[src/rtl/dqn_episode_sequencer_pkg.sv]
// Shared constants for the DQN gridworld datapath: checker phase codes,
// action encodings and grid geometry.
package dqn_pkg;

    // Phase codes double as the sequencer state encoding and the checker's controller input.
    typedef enum logic [3:0] {
        PH_IDLE   = 4'd0,
        PH_COMMIT = 4'd1,
        PH_SELECT = 4'd2,
        PH_EP_END = 4'd3,
        PH_MOVE   = 4'd6,
        PH_UPDATE = 4'd7,
        PH_DONE   = 4'd8
    } phase_e;

    localparam logic [1:0] ACT_RIGHT = 2'd0;
    localparam logic [1:0] ACT_UP    = 2'd1;
    localparam logic [1:0] ACT_LEFT  = 2'd2;
    localparam logic [1:0] ACT_DOWN  = 2'd3;

    localparam int unsigned GRID_W      = 3;
    localparam logic [3:0]  STATE_START = 4'd1;

    function automatic logic phase_active(input phase_e p);
        return (p != PH_IDLE) && (p != PH_DONE);
    endfunction

endpackage

[src/rtl/dqn_episode_sequencer.sv]
// Episode/step sequencer: drives checker phase codes and the Q-network
// select/update handshakes, tracks step and completed-episode counters.
module dqn_episode_sequencer
    import dqn_pkg::*;
#(
    parameter int unsigned MAX_STEP     = 14,
    parameter int unsigned GOAL_STATE   = 9,
    parameter int unsigned NUM_EPISODES = 16
) (
    input  logic       clk,
    input  logic       rst,
    input  logic       start,
    input  logic       abort,
    input  logic [3:0] st1,
    input  logic       q_ack,
    input  logic [1:0] q_act,
    input  logic       upd_ack,
    output logic       q_req,
    output logic       upd_req,
    output logic       term,
    output logic [1:0] act,
    output logic [3:0] step,
    output logic [3:0] controller,
    output logic [7:0] episode,
    output logic       env_clr,
    output logic       busy,
    output logic       done
);

    localparam logic [3:0] MAX_STEP_W = 4'(MAX_STEP);
    localparam logic [3:0] GOAL_W     = 4'(GOAL_STATE);
    localparam logic [7:0] NUM_EP_W   = 8'(NUM_EPISODES);

    phase_e     state_q, state_d;
    logic [3:0] step_q, step_d;
    logic [7:0] episode_q, episode_d;
    logic [1:0] act_q, act_d;
    logic       term_flag_q, term_flag_d;
    logic       abort_clr_q, abort_clr_d;

    always_ff @(posedge clk or negedge rst) begin
        if (!rst) begin
            state_q     <= PH_IDLE;
            step_q      <= '0;
            episode_q   <= '0;
            act_q       <= ACT_RIGHT;
            term_flag_q <= 1'b0;
            abort_clr_q <= 1'b0;
        end else begin
            state_q     <= state_d;
            step_q      <= step_d;
            episode_q   <= episode_d;
            act_q       <= act_d;
            term_flag_q <= term_flag_d;
            abort_clr_q <= abort_clr_d;
        end
    end

    assign term = (state_q == PH_UPDATE) && ((st1 == GOAL_W) || (step_q == MAX_STEP_W));

    always_comb begin
        state_d     = state_q;
        step_d      = step_q;
        episode_d   = episode_q;
        act_d       = act_q;
        term_flag_d = term_flag_q;
        abort_clr_d = 1'b0;

        // Abort pre-empts every phase handler, so coincident acks never land.
        if (abort && (state_q != PH_IDLE)) begin
            state_d     = PH_IDLE;
            step_d      = '0;
            episode_d   = '0;
            term_flag_d = 1'b0;
            abort_clr_d = 1'b1;
        end else begin
            unique case (state_q)
                PH_IDLE: begin
                    step_d    = '0;
                    episode_d = '0;
                    if (start && !abort) state_d = PH_EP_END;
                end
                PH_EP_END: begin
                    if (episode_q == NUM_EP_W) begin
                        state_d = PH_DONE;
                        step_d  = '0;
                    end else begin
                        state_d = PH_SELECT;
                        step_d  = 4'd1;
                    end
                end
                PH_SELECT: begin
                    if (q_ack) begin
                        act_d   = q_act;
                        state_d = PH_MOVE;
                    end
                end
                PH_MOVE: state_d = PH_UPDATE;
                PH_UPDATE: begin
                    if (upd_ack) begin
                        term_flag_d = term;
                        state_d     = PH_COMMIT;
                    end
                end
                PH_COMMIT: begin
                    if (term_flag_q) begin
                        state_d     = PH_EP_END;
                        episode_d   = episode_q + 8'd1;
                        term_flag_d = 1'b0;
                    end else begin
                        state_d = PH_SELECT;
                        if (step_q != MAX_STEP_W) step_d = step_q + 4'd1;
                    end
                end
                PH_DONE: begin
                    if (!start) begin
                        state_d   = PH_IDLE;
                        episode_d = '0;
                    end
                end
                default: state_d = PH_IDLE;
            endcase
        end
    end

    assign q_req      = (state_q == PH_SELECT);
    assign upd_req    = (state_q == PH_UPDATE);
    assign act        = act_q;
    assign step       = step_q;
    assign controller = state_q;
    assign episode    = episode_q;
    assign env_clr    = (state_q == PH_EP_END) || abort_clr_q;
    assign busy       = phase_active(state_q);
    assign done       = (state_q == PH_DONE);

endmodule

[config.mk]
export PLATFORM = sky130hd
export DESIGN_NAME = dqn_episode_sequencer
export DESIGN_NICKNAME = d
export VERILOG_FILES = /design/src/rtl/dqn_episode_sequencer_pkg.sv /design/src/rtl/dqn_episode_sequencer.sv
export SDC_FILE = /design/constraint.sdc
export NUM_CORES = 1
export LEC_CHECK = 0
export CORE_MARGIN = 2
export CORE_UTILIZATION = 47
export DETAILED_ROUTE_END_ITERATION = 10
export GPL_ROUTABILITY_DRIVEN = 0
export PLACE_DENSITY = 0.79
export SYNTH_ARGS = -nofsm -noshare
export SYNTH_HDL_FRONTEND = slang
export SYNTH_SLANG_ARGS = --single-unit
[constraint.sdc]
create_clock -name clk -period 2 [get_ports clk]
set_input_delay 0.5 -clock clk [delete_from_list [all_inputs] [get_ports clk]]
set_output_delay 0.5 -clock clk [all_outputs]
set_load 0.02 [all_outputs]
==> results of run 1 <==
## per-layer routing
layer	up-vias	part of all wire [%]	track usage, %
met5	-	0	0
met4	0	2.3	7.317
met3	11	4.6	3.023
met2	53	49	39.97
met1	665	44	30.70
li1	628	-	-
## through the flow
| stage | util (%) | worst slack, ps | std cells |
|---|---|---|---|
| after global routing | 74.02 | -6.607 | 226 |
| after global placement | 72.42 | -791.4 | 222 |
| after detailed placement | 72.42 | -814.9 | 222 |
| after floorplan | - | 139.3 | 135 |
| final | 74.02 | 4.614 | 226 |
| after CTS | 74.07 | -73.69 | 226 |
## layout by cell type (no fill, tap or decap), types with 2 or more instances in the layout
cell             count
a22o_1               3
a21o_1               3
a32oi_1              2
inv_1                8
dlymetal6s2s_1       3
ha_1                 4
and3_1               4
nand3b_1             3
mux2_1               2
o21a_1               2
nor3_1               4
a21oi_1              8
o21ai_1              4
dfrtp_2              2
nor2_1               6
clkbuf_4             3
nand3_1             11
clkdlybuf4s15_1      2
and4_1               2
o21ai_0              5
a31oi_1              2
dfrtp_1             18
nor2_2               2
buf_4               27
and4b_1              2
nor3b_1              2
clkbuf_2             6
clkdlybuf4s50_1     22
nand2_1             10
## sequential cells by signal, indices dropped and copies added (netlist names)
name and count:
episode 8, controller 4, step 4, act 2
abort_clr_q 1, term_flag_q 1
## cells by family (layout without fill, tap and decap cells)
logic type	Yosys count	after routing	synth area share (%)
flip-flops	20	20	40.04
multiplexers	3	3	2.703
adder cells (fa/ha/maj)	4	4	4.004
buffers and inverters	13	74	4.804
AND/OR/NAND/NOR	56	56	27.33
AO/OA/AOI/OAI	39	39	21.12
## worst reg2reg max path, cell delays in order (launching register included)
cell	delay, ps
dfrtp_1	450
inv_1	80
ha_1	150
nor4b_1	340
a31oi_1	200
o211ai_1	200
o311ai_1	120
## layout make-up
| type | instances | area (µm²) |
|---|---|---|
| tap | 30 | 37.54 |
| fill | 186 | 649.4 |
| timing repair buffer | 62 | 526.8 |
| inverter | 8 | 30.03 |
| clock buffer | 3 | 22.52 |
| sequential | 20 | 503.0 |
| multi-input combinational | 102 | 700.7 |
| clock inverter | 1 | 30.03 |
## repair_timing
item,CTS,global route
endpoints found under the setup margin,6,10
hold endpoints to repair,0,0
pin swaps,2,2
resized for setup,21,18
## worst max-delay path by stage
stage | from | endpoint | slack, ps | cells past startpoint
finish | st1[1] | term | 5 | 4
global route | st1[1] | term | -7 | 4
CTS | st1[2] | term | -70 | 4
detailed placement | st1[3] | term | -810 | 4
global placement | st1[3] | term | -790 | 4
floorplan | controller[0]$_DFFE_PN0P_ | term | 140 | 3
## power by group through the flow
| stage | clock network, mW | logic [mW] | registers, mW |
|---|---|---|---|
| after floorplan | 0 | 0.397 | 0.591 |
| after global placement | 0 | 0.924 | 0.500 |
| after detailed placement | 0 | 0.946 | 0.505 |
| after CTS | 0.338 | 0.934 | 0.497 |
| after global routing | 0.356 | 0.986 | 0.503 |
| final | 0.335 | 0.920 | 0.496 |
==> results_dict.tcl, run 1 <==
set metrics [dict create \
    status "finished clean" \
    cts_inserted_buffers 3 \
    avgSynthCellArea_um2 9.259 \
    whs_path_depth 1 \
    synth_area_leader_cell "dfrtp_1" \
    nets 213 \
    synth_flop_cell "dfrtp_1" \
    grt_usage_pct 23.38 \
    drtIter0Drc 41 \
    path_cells "buf_2, or4bb_4, a21boi_4, buf_6" \
    finClkSkew_ps 7.169 \
    postPlaceCellArea_um2 1810 \
    rsz0062_at_grt "yes" \
    period_minus_slack_ps 1995 \
    synth_most_common_cell "dfrtp_1" \
    cts_num_sinks 20 \
    worst_slew_pin_slew_ps 389.3 \
    reg2reg_to "controller[1]$_DFFE_PN0P_" \
    ctsHtreeMaxLevel 1 \
    grt_pass1_wl_mm 5.782 \
    io_buffers 35 \
    vias 1357 \
    final_hold_viol_count 0 \
    antenna_found_initial 0 \
    layout-drive-gt1-share_pct 26.02 \
    grt_max_degree 21 \
    worst_setup_path_end_kind "primary output" \
    final-setup-viol-count 0 \
    swShare_pct 37.86 \
    grt_remaining_overflow 0 \
    p_seq_share_pct 28.3 \
    async_reset_ff_share_pct 100.0 \
    wl_per_cell_um 15.62 \
    first_pass_iters 4 \
    root_buffer "clkbuf_4" \
    hp-start "act[1]$_DFFE_PN0P_" \
    seq_area_frac_synth_pct 40.04 \
    worstReg2RegStart "episode[0]$_DFFE_PN0P_" \
    hold_path_class "flip-flop to flip-flop" \
    hold_ws_ps 507.9 \
    drc_errors 0 \
    path_buf_inv 2 \
    synth_edf_count 0 \
    yosys-top-cells-count "20 x dfrtp_1, 11 x nand3_1, 10 x nand2_1, 8 x a21oi_1, 8 x inv_1" \
    yosys_warnings 0 \
    final_area_um2 1851 \
    timing.fmax_mhz 501.2 \
    crit_type "primary input to primary output" \
    synthTopCellsByArea "dfrtp_1 40%, nand3_1 4.4%, ha_1 4.0%" \
    hold_path_end "act[1]$_DFFE_PN0P_" \
    p_leak_nw 0.8748 \
    die-height_um 55.57 \
    fin_tns_setup_ps 0 \
    ir_drop_mv 1.024 \
    yosys_register_bits 20 \
    viasPerCell 6.004 \
    p_switching_mw 0.6633 \
    grt_pass1_vias 1298 \
    ios 36 \
    dp_hpwl_mm 2.700 \
    powerDensity_nw_per_um2 946.8 \
    diodes 0 \
    critPathMaxFanout 2 \
    start_util_pct 50.00 \
    core-area_um2 2500 \
    ff2ff_path_depth 6 \
    cp.arrival_ps 1500 \
    clk_latency_ps 310 \
    clkPwrFrac_pct 19.1 \
    finalCritPeriodShare_pct 99.77 \
    syn2layout_area_growth_pct 48.05 \
    row_count 18 \
    cap_violations 0 \
    dieArea_um2 3088 \
    cts_tree "built" \
    synth_top_area_share_pct 40.04 \
    routed_wl_mm 3.530 \
    power_frac_comb_pct 52.5 \
    critPathSlowestCell "or4bb_4" \
    crit_family "simple AND/OR/NAND/NOR gates" \
    maxSlewViolCount 0 \
    synth_fp_nets 151 \
    finalPower_mw 1.752 \
    cp.required_ps 1500 \
    start_kind "primary input" \
    synthCells 135 \
    ctsLongestPathBuffers 2 \
    synth_area_um2 1250 \
    path_clk_slew_ps 110 \
    yosysUniqueCellTypes 46 \
    relSlewSlack_pct 73.68 \
    post_cts_buffers 0 \
    ant_nets 0 \
    slowest_delay_ps 550 \
    r2r_setup_slack_ps 330 \
    cts_hold_buffers 0 \
    fp.dieW_um 55.57 \
    p_int_mw 1.089 \
]
Note: power is estimated with default switching activity, not from simulation.
==> run 2: changes to the inputs <==
ABC_CLOCK_PERIOD_IN_PS = 2000   (was not set)
==> results of run 2 <==
Final layout, timing and power as in run 1 (identical DEF).
==> run 3: changes to the inputs <==
ABC_AREA = 1   (was not set)
CORE_UTILIZATION = 48   (was 47)
==> results_dict.tcl, run 3 <==
set metrics [dict create \
    status "finished clean" \
    clkPwrFrac_pct 11.5 \
    p_leak_nw 1.019 \
    rsz0062_at_grt "yes" \
    core-area_um2 2710 \
    grt_pass1_vias 1320 \
    grt_max_degree 21 \
    ir_drop_mv 0.7498 \
    synth_top_area_share_pct 37.04 \
    ant_nets 0 \
    cap_violations 0 \
    final_common_cell "nand2_1" \
    path_cells "clkdlybuf4s50_1" \
    synth_edf_count 0 \
    worst_setup_path_end_kind "primary output" \
    wl_per_cell_um 11.12 \
    period_minus_slack_ps 1913 \
    grt_remaining_overflow 0 \
    cts_inserted_buffers 3 \
    start_util_pct 49.86 \
    synthTopCellsByArea "dfrtp_1 37%, nand2_1 18%, inv_1 6.9%" \
    finClkSkew_ps 6.501 \
    yosys-top-cells-count "64 x nand2_1, 25 x inv_1, 20 x dfrtp_1, 18 x nand3_1, 15 x nor2_1" \
    final_hold_viol_count 0 \
    powerDensity_nw_per_um2 887.3 \
    cts_tree "built" \
    die-height_um 57.06 \
    diodes 0 \
    path_buf_inv 1 \
    ios 36 \
    timing.fmax_mhz 522.7 \
    hold_path_class "flip-flop to flip-flop" \
    layout_common_cells "64 x nand2_1, 25 x inv_1, 25 x clkdlybuf4s50_1" \
    ctsLongestPathBuffers 2 \
    root_buffer "clkbuf_4" \
    swShare_pct 45.07 \
    grt_pass1_wl_mm 5.540 \
    drc_errors 0 \
    seq_area_frac_synth_pct 37.04 \
    synth_area_um2 1351 \
    synth_flop_cell "dfrtp_1" \
    path_clk_slew_ps 110 \
    io_buffers 35 \
    final_area_um2 1869 \
    dp_hpwl_mm 2.449 \
    ctsHtreeMaxLevel 1 \
    dieArea_um2 3256 \
    maxSlewViolCount 0 \
    postPlaceCellArea_um2 1857 \
    fp.dieW_um 57.06 \
    p_int_mw 0.9111 \
    finalCritPeriodShare_pct 95.66 \
    crit_type "flip-flop to primary output" \
    clk_latency_ps 300 \
    yosys_register_bits 20 \
    async_reset_ff_share_pct 100.0 \
    viasPerCell 4.982 \
    post_cts_buffers 0 \
    avgSynthCellArea_um2 6.894 \
    largest_reg_flops 8 \
    p_switching_mw 0.7475 \
    cts_num_sinks 20 \
    vias 1400 \
    critPathSlowestCell "clkdlybuf4s50_1" \
    first_pass_iters 4 \
    p_seq_share_pct 30.0 \
    nets 268 \
    finalPower_mw 1.659 \
    power_frac_comb_pct 58.4 \
    synthCells 196 \
    cts_hold_buffers 0 \
    syn2layout_area_growth_pct 38.33 \
    synth_fp_nets 212 \
    cp.arrival_ps 1410 \
    start_kind "flip-flop" \
    synth_area_leader_cell "dfrtp_1" \
    critPathMaxFanout 7 \
    row_count 19 \
    yosys_warnings 0 \
    relSlewSlack_pct 76.54 \
    grt_usage_pct 21.00 \
    antenna_found_initial 0 \
    yosysUniqueCellTypes 24 \
    drtIter0Drc 50 \
    slowest_delay_ps 640 \
    layout-drive-gt1-share_pct 18.80 \
    routed_wl_mm 3.124 \
    final-setup-viol-count 0 \
    hold_ws_ps 507.2 \
    worst_slew_pin_slew_ps 351.9 \
    crit_family "buffers and inverters" \
    cp.required_ps 1500 \
    fin_tns_setup_ps 0 \
    synth_most_common_cell "nand2_1" \
]
## run 3: timing repair
item / CTS / global route
endpoints found under the hold margin: 0 / 0
resized for setup: 15 / 10
endpoints found under the setup margin: 7 / 9
cloned: 0 / 0
pin swaps: 0 / 0
## run 3: stage by stage
step / util [%] / cells / worst slack (ps)
2_1_floorplan: - / 196 / 100.5
3_3_place_gp: 68.51 / 278 / -325.2
3_5_place_dp: 68.51 / 278 / -360.7
4_1_cts: 69.21 / 281 / 8.826
5_1_grt: 68.98 / 281 / -23.27
6_report: 68.98 / 281 / 86.76
## run 3: power by group through the flow
stage               Combinational [mW]  Clock (mW)  Sequential, mW
floorplan                        0.557           0           0.576
global placement                 0.993           0           0.502
detailed placement                1.00           0           0.506
CTS                              0.984       0.197           0.499
global route                      1.07       0.210           0.509
finish                           0.969       0.192           0.498
## run 3: kinds of logic after synthesis
kind of cell               synth area share [%]
and+or+nand+nor                           41.02
buffers and inverters                     9.722
DFF                                       37.04
AOI/OAI and AO/OA                         7.223
adders and majority gates                 3.704
xor gates and xnor gates                  1.297
## run 3: layout make-up
type | count | area [µm²]
Tap cell | 31 | 38.79
Multi-Input combinational cell | 145 | 725.7
Inverter | 29 | 108.9
Sequential cell | 20 | 501.7
Timing Repair Buffer | 53 | 471.7
Fill cell | 237 | 840.8
Clock buffer | 3 | 22.52
## run 3: final timing paths
kind                                           start                        end  slack [ps]  cells past startpoint
max in group asynchronous                        rst  controller[2]$_DFFE_PN0P_        1240                      2
min in group asynchronous                        rst     episode[5]$_DFFE_PN0P_         530                      2
hold / removal                    act[1]$_DFFE_PN0P_         act[1]$_DFFE_PN0P_         510                      2
hold reg to reg                   act[1]$_DFFE_PN0P_         act[1]$_DFFE_PN0P_         510                      2
setup reg to reg           controller[1]$_DFFE_PN0P_     episode[1]$_DFFE_PN0P_         250                      9
setup / recovery              episode[2]$_DFFE_PN0P_                 episode[2]          90                      1
## run 3: metal layers
metal  GRT usage, %  up-vias  part of all wire, %
met5              0        -                    0
met4          4.319        0                 0.48
met3          3.855        2                  6.6
met2          34.81       39                   46
met1          28.94      623                   47
li1               -      736                    -
